--- src/rtl/p2_video_scan.sv ---
// Raster scan generator for a 1-bpp framebuffer: sync/blank timing, VRAM word
// prefetch, and a 16-bit serializer, all advancing on the pixel tick.
module p2_video_scan #(
    parameter int H_ACTIVE = 1152,
    parameter int H_FP     = 32,
    parameter int H_SYNC   = 128,
    parameter int H_BP     = 192,
    parameter int V_ACTIVE = 900,
    parameter int V_FP     = 2,
    parameter int V_SYNC   = 4,
    parameter int V_BP     = 31
) (
    input  logic        clk,
    input  logic        reset,
    input  logic        pix_en,
    input  logic        video_en,
    output logic [16:0] vram_addr,
    output logic        vram_rd,
    input  logic [15:0] vram_data,
    output logic        hsync_n,
    output logic        vsync_n,
    output logic        blank_n,
    output logic        pixel,
    output logic        vblank_irq
);

    localparam int H_TOTAL = H_ACTIVE + H_FP + H_SYNC + H_BP;
    localparam int V_TOTAL = V_ACTIVE + V_FP + V_SYNC + V_BP;
    localparam int HW      = $clog2(H_TOTAL);
    localparam int VW      = $clog2(V_TOTAL);

    localparam logic [HW-1:0] H_LAST   = HW'(H_TOTAL - 1);
    localparam logic [HW-1:0] H_PRE    = HW'(H_TOTAL - 2);
    localparam logic [HW-1:0] H_ACT    = HW'(H_ACTIVE);
    localparam logic [HW-1:0] HS_BEG   = HW'(H_ACTIVE + H_FP);
    localparam logic [HW-1:0] HS_END   = HW'(H_ACTIVE + H_FP + H_SYNC);
    localparam logic [VW-1:0] V_LAST   = VW'(V_TOTAL - 1);
    localparam logic [VW-1:0] V_ACT    = VW'(V_ACTIVE);
    localparam logic [VW-1:0] V_ACT_LS = VW'(V_ACTIVE - 1);
    localparam logic [VW-1:0] VS_BEG   = VW'(V_ACTIVE + V_FP);
    localparam logic [VW-1:0] VS_END   = VW'(V_ACTIVE + V_FP + V_SYNC);
    localparam logic [16:0]   LINE_B   = 17'(H_ACTIVE / 8);

    logic [HW-1:0] hcount_q, hcount_d;
    logic [VW-1:0] vcount_q, vcount_d;
    logic          en_q, en_d;
    logic [15:0]   hold_q, hold_d;
    logic [15:0]   shift_q, shift_d;
    logic          rd_pend_q, rd_pend_d;
    logic          hsync_n_q, hsync_n_d;
    logic          vsync_n_q, vsync_n_d;
    logic          blank_n_q, blank_n_d;
    logic          pixel_q, pixel_d;
    logic          vblank_irq_q, vblank_irq_d;

    logic          h_pre, h_last, v_last;
    logic [HW-1:0] fetch_h, load_h;
    logic [VW-1:0] fetch_v;
    logic          fetch_en;
    logic          frame_start, en_eff, active, load;

    // Fetch target is two pixels ahead; near end of line it belongs to the
    // next line, and at end of frame it is gated by the live enable because
    // the latched one is only refreshed at frame start.
    always_comb begin
        h_pre     = hcount_q >= H_PRE;
        v_last    = vcount_q == V_LAST;
        fetch_h   = h_pre ? hcount_q - H_PRE : hcount_q + HW'(2);
        fetch_v   = !h_pre ? vcount_q : (v_last ? '0 : vcount_q + VW'(1));
        fetch_en  = (h_pre && v_last) ? video_en : en_q;
        vram_rd   = !reset && pix_en && fetch_en && (fetch_h[3:0] == 4'd0)
                    && (fetch_h < H_ACT) && (fetch_v < V_ACT);
        vram_addr = vram_rd ? (17'(fetch_v) * LINE_B + 17'(fetch_h >> 3)) : '0;
    end

    always_comb begin
        hcount_d     = hcount_q;
        vcount_d     = vcount_q;
        en_d         = en_q;
        shift_d      = shift_q;
        hsync_n_d    = hsync_n_q;
        vsync_n_d    = vsync_n_q;
        blank_n_d    = blank_n_q;
        pixel_d      = pixel_q;
        vblank_irq_d = 1'b0;
        rd_pend_d    = vram_rd;
        hold_d       = rd_pend_q ? vram_data : hold_q;

        h_last      = hcount_q == H_LAST;
        load_h      = h_last ? '0 : hcount_q + HW'(1);
        load        = (load_h[3:0] == 4'd0) && (load_h < H_ACT);
        frame_start = (hcount_q == '0) && (vcount_q == '0);
        en_eff      = frame_start ? video_en : en_q;
        active      = (hcount_q < H_ACT) && (vcount_q < V_ACT);

        if (pix_en) begin
            hcount_d = h_last ? '0 : hcount_q + HW'(1);
            if (h_last)
                vcount_d = v_last ? '0 : vcount_q + VW'(1);
            if (frame_start)
                en_d = video_en;
            blank_n_d    = active;
            hsync_n_d    = !((hcount_q >= HS_BEG) && (hcount_q < HS_END));
            vsync_n_d    = !((vcount_q >= VS_BEG) && (vcount_q < VS_END));
            pixel_d      = active && en_eff && shift_q[15];
            // Load may land on the clk the read data arrives; bypass the holding register then.
            shift_d      = load ? (rd_pend_q ? vram_data : hold_q) : {shift_q[14:0], 1'b0};
            vblank_irq_d = h_last && (vcount_q == V_ACT_LS);
        end
    end

    always_ff @(posedge clk) begin
        if (reset) begin
            hcount_q     <= '0;
            vcount_q     <= V_ACT;
            en_q         <= 1'b0;
            hold_q       <= '0;
            shift_q      <= '0;
            rd_pend_q    <= 1'b0;
            hsync_n_q    <= 1'b1;
            vsync_n_q    <= 1'b1;
            blank_n_q    <= 1'b0;
            pixel_q      <= 1'b0;
            vblank_irq_q <= 1'b0;
        end else begin
            hcount_q     <= hcount_d;
            vcount_q     <= vcount_d;
            en_q         <= en_d;
            hold_q       <= hold_d;
            shift_q      <= shift_d;
            rd_pend_q    <= rd_pend_d;
            hsync_n_q    <= hsync_n_d;
            vsync_n_q    <= vsync_n_d;
            blank_n_q    <= blank_n_d;
            pixel_q      <= pixel_d;
            vblank_irq_q <= vblank_irq_d;
        end
    end

    assign hsync_n    = hsync_n_q;
    assign vsync_n    = vsync_n_q;
    assign blank_n    = blank_n_q;
    assign pixel      = pixel_q;
    assign vblank_irq = vblank_irq_q;

endmodule

--- config.mk ---
export PLATFORM = sky130hd
export DESIGN_NAME = p2_video_scan
export DESIGN_NICKNAME = d
export VERILOG_FILES = /design/src/rtl/p2_video_scan.sv
export SDC_FILE = /design/constraint.sdc
export NUM_CORES = 1
export LEC_CHECK = 0
export CORE_MARGIN = 5
export CORE_UTILIZATION = 35
export CTS_BUF_LIST = sky130_fd_sc_hd__clkbuf_8 sky130_fd_sc_hd__clkbuf_16
export DETAILED_ROUTE_END_ITERATION = 12
export SYNTH_ARGS = -nofsm -noshare
export SYNTH_HDL_FRONTEND = slang
export SYNTH_SLANG_ARGS = --single-unit
--- constraint.sdc ---
create_clock -name clk -period 5.36 [get_ports clk]
set_input_delay 1.072 -clock clk [delete_from_list [all_inputs] [get_ports clk]]
set_output_delay 1.072 -clock clk [all_outputs]
set_load 0.02 [all_outputs]
# Word-level counts from Yosys, hierarchy flattened

Index checks and enable logic that the tools add are counted.

Input bits: 20
Register bits: 60
Output and inout port bits: 23
Word-level logic and storage cells: 63

Eq/ne operators: 3
Multipliers: 1
Multiplexer cells: 9
Add/sub/neg operators: 5
Magnitude comparators: 10
Reductions and logical operators: 23
Bitwise logic cells: 1

Operator list:

| cell                                               | count |
|---|---|
| < comparator 11 bit, second input constant         | 4 |
| two-way mux 16 bit                                 | 2 |
| < comparator 10 bit, second input constant         | 3 |
| >= comparator 11 bit, second input constant        | 2 |
| two-way mux 11 bit                                 | 2 |
| == test 10 bit, second input constant              | 2 |
| two-way mux 10 bit                                 | 2 |
| adder 17 x 8 -> 17 bit                             | 1 |
| two-way mux 17 bit                                 | 1 |
| logical AND 1 bit                                  | 14 |
| multiplier 10 x 4 -> 13 bit, second input constant | 1 |
| adder 11 x 1 -> 11 bit, second input constant      | 1 |
| adder 11 x 2 -> 11 bit, second input constant      | 1 |
| == test 11 bit, second input constant              | 1 |
| zero test 11 bit                                   | 1 |
| subtractor 11 bit, second input constant           | 1 |
| adder 10 x 1 -> 10 bit, second input constant      | 1 |
| >= comparator 10 bit, second input constant        | 1 |
| zero test 10 bit                                   | 1 |
| zero test 4 bit                                    | 2 |
| zero test 1 bit                                    | 3 |
| two-way mux 1 bit                                  | 2 |
| AND reduction 2 bit                                | 1 |
| OR reduction 2 bit                                 | 1 |
| NOT 1 bit                                          | 1 |

# Longest topological paths before layout

Depth in word-level cells: 8
Depth in mapped cells: 18
Gate-level depth less buffers: 17

# Worst setup path after synthesis

No wires, ideal clock.

Path kind: reg-to-output
From: register hcount_q[1]
To: output vram_addr[15]
Data required time: 4288 ps
Path buffers: 2
Arrival time: 4672 ps
Setup slack: -384 ps
Cell stages (with the launch flop): 17
Cell sequence: dfxtp_1 ha_1 and3_1 buf_6 o311a_4 buf_2 o21ai_0 ha_1 ha_1 fa_1 a211oi_1 nor2_1 xnor2_1 or4_1 or3b_2 xnor2_1 nor2_1

Longest elaborated chain between the ends: 8
Elaborated cells on any way between the ends: 17
Those cells by class: add/sub (3); mul (1); order compare (3); mux (4); reduce/logical (6)

Ends and longest elaborated chain:

| what                                                           | RTL line | text |
|---|---|---|
| start, declared                                                | 44       | `logic [HW-1:0] hcount_q, hcount_d;` |
| start signal, assigned                                         | 126      | `hcount_q <= hcount_d;` |
| branches (longest 7 deep; another with adder 17 x 8 -> 17 bit) | n/a      |  |
| two-way mux 17 bit *                                           | 73       | `vram_addr = vram_rd ? (17'(fetch_v) * LINE_B + 17'(fetch_h >> 3)) : '0;` |
| end, declared                                                  | 17       | `output logic [16:0] vram_addr,` |

Mark *: on every way between the ends.

# Final worst setup path

From: register hcount_q[2]
To: output vram_addr[15]

The elaborated chain is that of the path after synthesis.

==> reports/metrics.cfg <==
[timing]
max_freq_mhz = 185
hold_violations = 0
fin_crit_sh = 1.01
tightest_slew_ns = 0.961
finalSetupViolations = 1
relSlewSlack = 0.358
period_minus_slack_ns = 5.41
drv_slew = 0
fin_skew_ns = 0.00529
hold_slack_ns = 0.473
worst_slack_ns = -0.0545
rsz0062_at_grt = yes
tns_ns = -0.0545

[synth]
synth-edff-count = 0
synth_warnings = 0
yosysMostFrequentCell = nor2_1
ys_seq_elements = 60
synth_top_family_by_area = simple AND/OR/NAND/NOR gates
synth-async-reset-ratio = 0
syn_inst = 556
synth_mux_area_frac = 0.0816
synth_area_leaders = dfxtp_1 27%, mux2i_1 7.9%, ha_1 7.1%, nor2_1 5.8%, nand2_1 3.8%
synth_compound_area_frac = 0.191
synth_top_area_share = 0.271
synth.cell_area_mm2 = 0.00443
synth-simple-area-share = 0.237
ys_top_cells_by_count = 68 x nor2_1, 60 x dfxtp_1, 45 x nand2_1
synthXorXnorAreaFrac = 0.0573
ys_types = 70
seq_area_frac_synth = 0.271
syn_nets = 603
avgSynthCellArea_um2 = 7.97
synth_top_cell_by_area = dfxtp_1
synth_fa_ha_area_frac = 0.0819
yosys_most_used_dff = dfxtp_1

[place]
hpwl_um = 8800
post-place-ws_ns = -0.371
port_buffers = 41
gp_congestion = 0.955
place_inst = 805

[critical_path]
rr_endpoint = shift_q[12]$_SDFFE_PP0P_
cpMaxStageDelayCell = or4_4
r2r_slack_ns = 2.26
cp-start-kind = register
cp.arrival_ns = 4.34
end_kind = primary output
crit_family = simple AND/OR/NAND/NOR gates
timing.rr.start = hcount_q[1]$_SDFFE_PP0P_
path_cells = ha_4 -> and3_4 -> o311ai_2 -> buf_4 -> o21ai_0 -> o21ai_2 -> ha_4 -> fa_2 -> a211oi_4 -> nor2_2 -> xnor2_2 -> or4_4 -> or3b_4 -> xnor2_2 -> nor2_2 -> buf_6
path_buf_inv = 2
critPathMaxStageDelay_ns = 0.48
cp.required_ns = 4.29
crit_fanout = 4
crit_type = reg2out
reg2regPathDepth = 9

[final_layout]
area_delta_synth_final_pct = 36.9
num-nets-final = 698
num-fill-cells = 1283
instances_no_fill = 827
diodes = 0
drive_above_1_share = 0.273

[run]
max-cap-violations = 0

[routing]
drt-pass1-iter-count = 5
wl_um = 12100
drc = 0
drtIter0Drc = 259
vias = 4361
vias_per_cell = 5.27
final_antenna_net_count = 0
wire_per_inst_um = 14.6

[worst_hold_path]
min-delay-start = hsync_n$_SDFFE_PP1P_
min_to = hsync_n$_SDFFE_PP1P_
min_path_cells = 2
hp-class = reg2reg

[clock_tree]
clkSinkCount = 60
htree_levels = 3
holdBufCountCts = 0
worst_skew_pair.late_latency_ns = 0.33
cts_buffer_depth = 2
cts_tree = built
numCtsBuffers = 9
clk_pin_slew_ns = 0.05
cts-root-buf = clkbuf_16

[power]
vdd_ir_drop_max_mv = 0.204
p_total_mw = 1.08
power_density_mw_per_mm2 = 178
power_leakage_nw = 2.39

[outcome]
violations = negative setup slack
status = finished, violations left

[floorplan]
die_x_um = 122
dieArea_mm2 = 0.0150
die_h_um = 122
core-area_mm2 = 0.0125
initial_utilization = 0.354
pin_count = 43
num_rows = 41

[global_route]
grt_use_total = 0.164
antenna_found_initial = 0
grt_max_degree = 52
overflow = 0
grt_pass1_wl_um = 19800
grt_pass1_vias = 4193

## placed cells by master (no fill, tap or decap), types with 4 or more instances in the layout
master           instances
nand4_1                  5
o21ai_0                 23
nand3_1                 12
xnor2_1                 13
nor3_1                  21
clkdlybuf4s50_1         37
buf_4                   84
dfxtp_1                 57
ha_4                     8
clkbuf_16                9
nand4b_1                 4
or3_1                    5
inv_1                   30
a21oi_1                 23
nor2_1                  65
and3_1                   5
nand3_2                  4
o311ai_0                 5
mux2i_1                 35
nor4_1                   7
and4_1                   4
a31o_2                  16
xor2_1                  11
ha_1                    16
nand2_1                 44
## kinds of logic after synthesis
logic type,count (synthesis)
other,1
buffers and inverters,75
XOR/XNOR,29
AND/OR/NAND/NOR,210
AO/OA/AOI/OAI,117
adder cells (fa/ha/maj),28
multiplexers,36
flip-flops,60
## through the flow
stage          utilization  instance area, µm²
2_1_floorplan            -                4470
3_3_place_gp         0.435                5450
3_5_place_dp         0.435                5450
4_1_cts              0.467                5840
5_1_grt              0.484                6060
6_report             0.484                6060
## timing repair
| action | CTS | global route |
|---|---|---|
| resized for setup | 32 | 37 |
| pin swaps | 14 | 15 |
| setup endpoints to repair | 4 | 6 |
| buffers inserted | 2 | 4 |
| gates cloned | 1 | 0 |
## flip-flops by register name (all words and copies together) (netlist names)
register and count:
hold_q 16, shift_q 16, hcount_q 11, vcount_q 10, blank_n 1, en_q 1, hsync_n 1, pixel 1
rd_pend_q 1, vblank_irq 1, vsync_n 1
## how the worst max path moves through the flow
| stage | startpoint | endpoint | cells past startpoint |
|---|---|---|---|
| final | hcount_q[2]$_SDFFE_PP0P_ | vram_addr[15] | 16 |
| after floorplan | hcount_q[1]$_SDFFE_PP0P_ | vram_addr[15] | 17 |
| after CTS | hcount_q[2]$_SDFFE_PP0P_ | vram_addr[15] | 17 |
| after detailed placement | hcount_q[2]$_SDFFE_PP0P_ | vram_addr[15] | 17 |
| after global placement | hcount_q[2]$_SDFFE_PP0P_ | vram_addr[15] | 17 |
| after global routing | hcount_q[2]$_SDFFE_PP0P_ | vram_addr[15] | 16 |
## routing by layer
layer	vias up	track usage	routed length [µm]
met4	0	0.0553	213
met2	124	0.265	5720
met5	-	0	0
met3	19	0.0323	572
li1	2177	-	-
met1	2041	0.219	5610
## area by class of cell
cell class,instances,area [µm²],share of cell area
Clock inverter,4,48.8,0.00805
Tap cell,172,215,0.0355
Clock buffer,11,253,0.0417
Timing Repair Buffer,126,1040,0.172
Multi-Input combinational cell,422,3180,0.524
Inverter,32,120,0.0198
Sequential cell,60,1200,0.199
## worst min-delay path, delay by kind of cell, from the launching register on
kind	cells	cell delay (ns)
and+or+nand+nor	1	0.06
AOI/OAI and AO/OA	1	0.07
DFF	1	0.32
## report_power, final
group          switching (mW)  total, mW  internal, mW
clock network           0.197      0.577         0.381
logic                  0.0275     0.0487        0.0212
registers             0.00300      0.452         0.449
(Power assumes the default switching activity.)
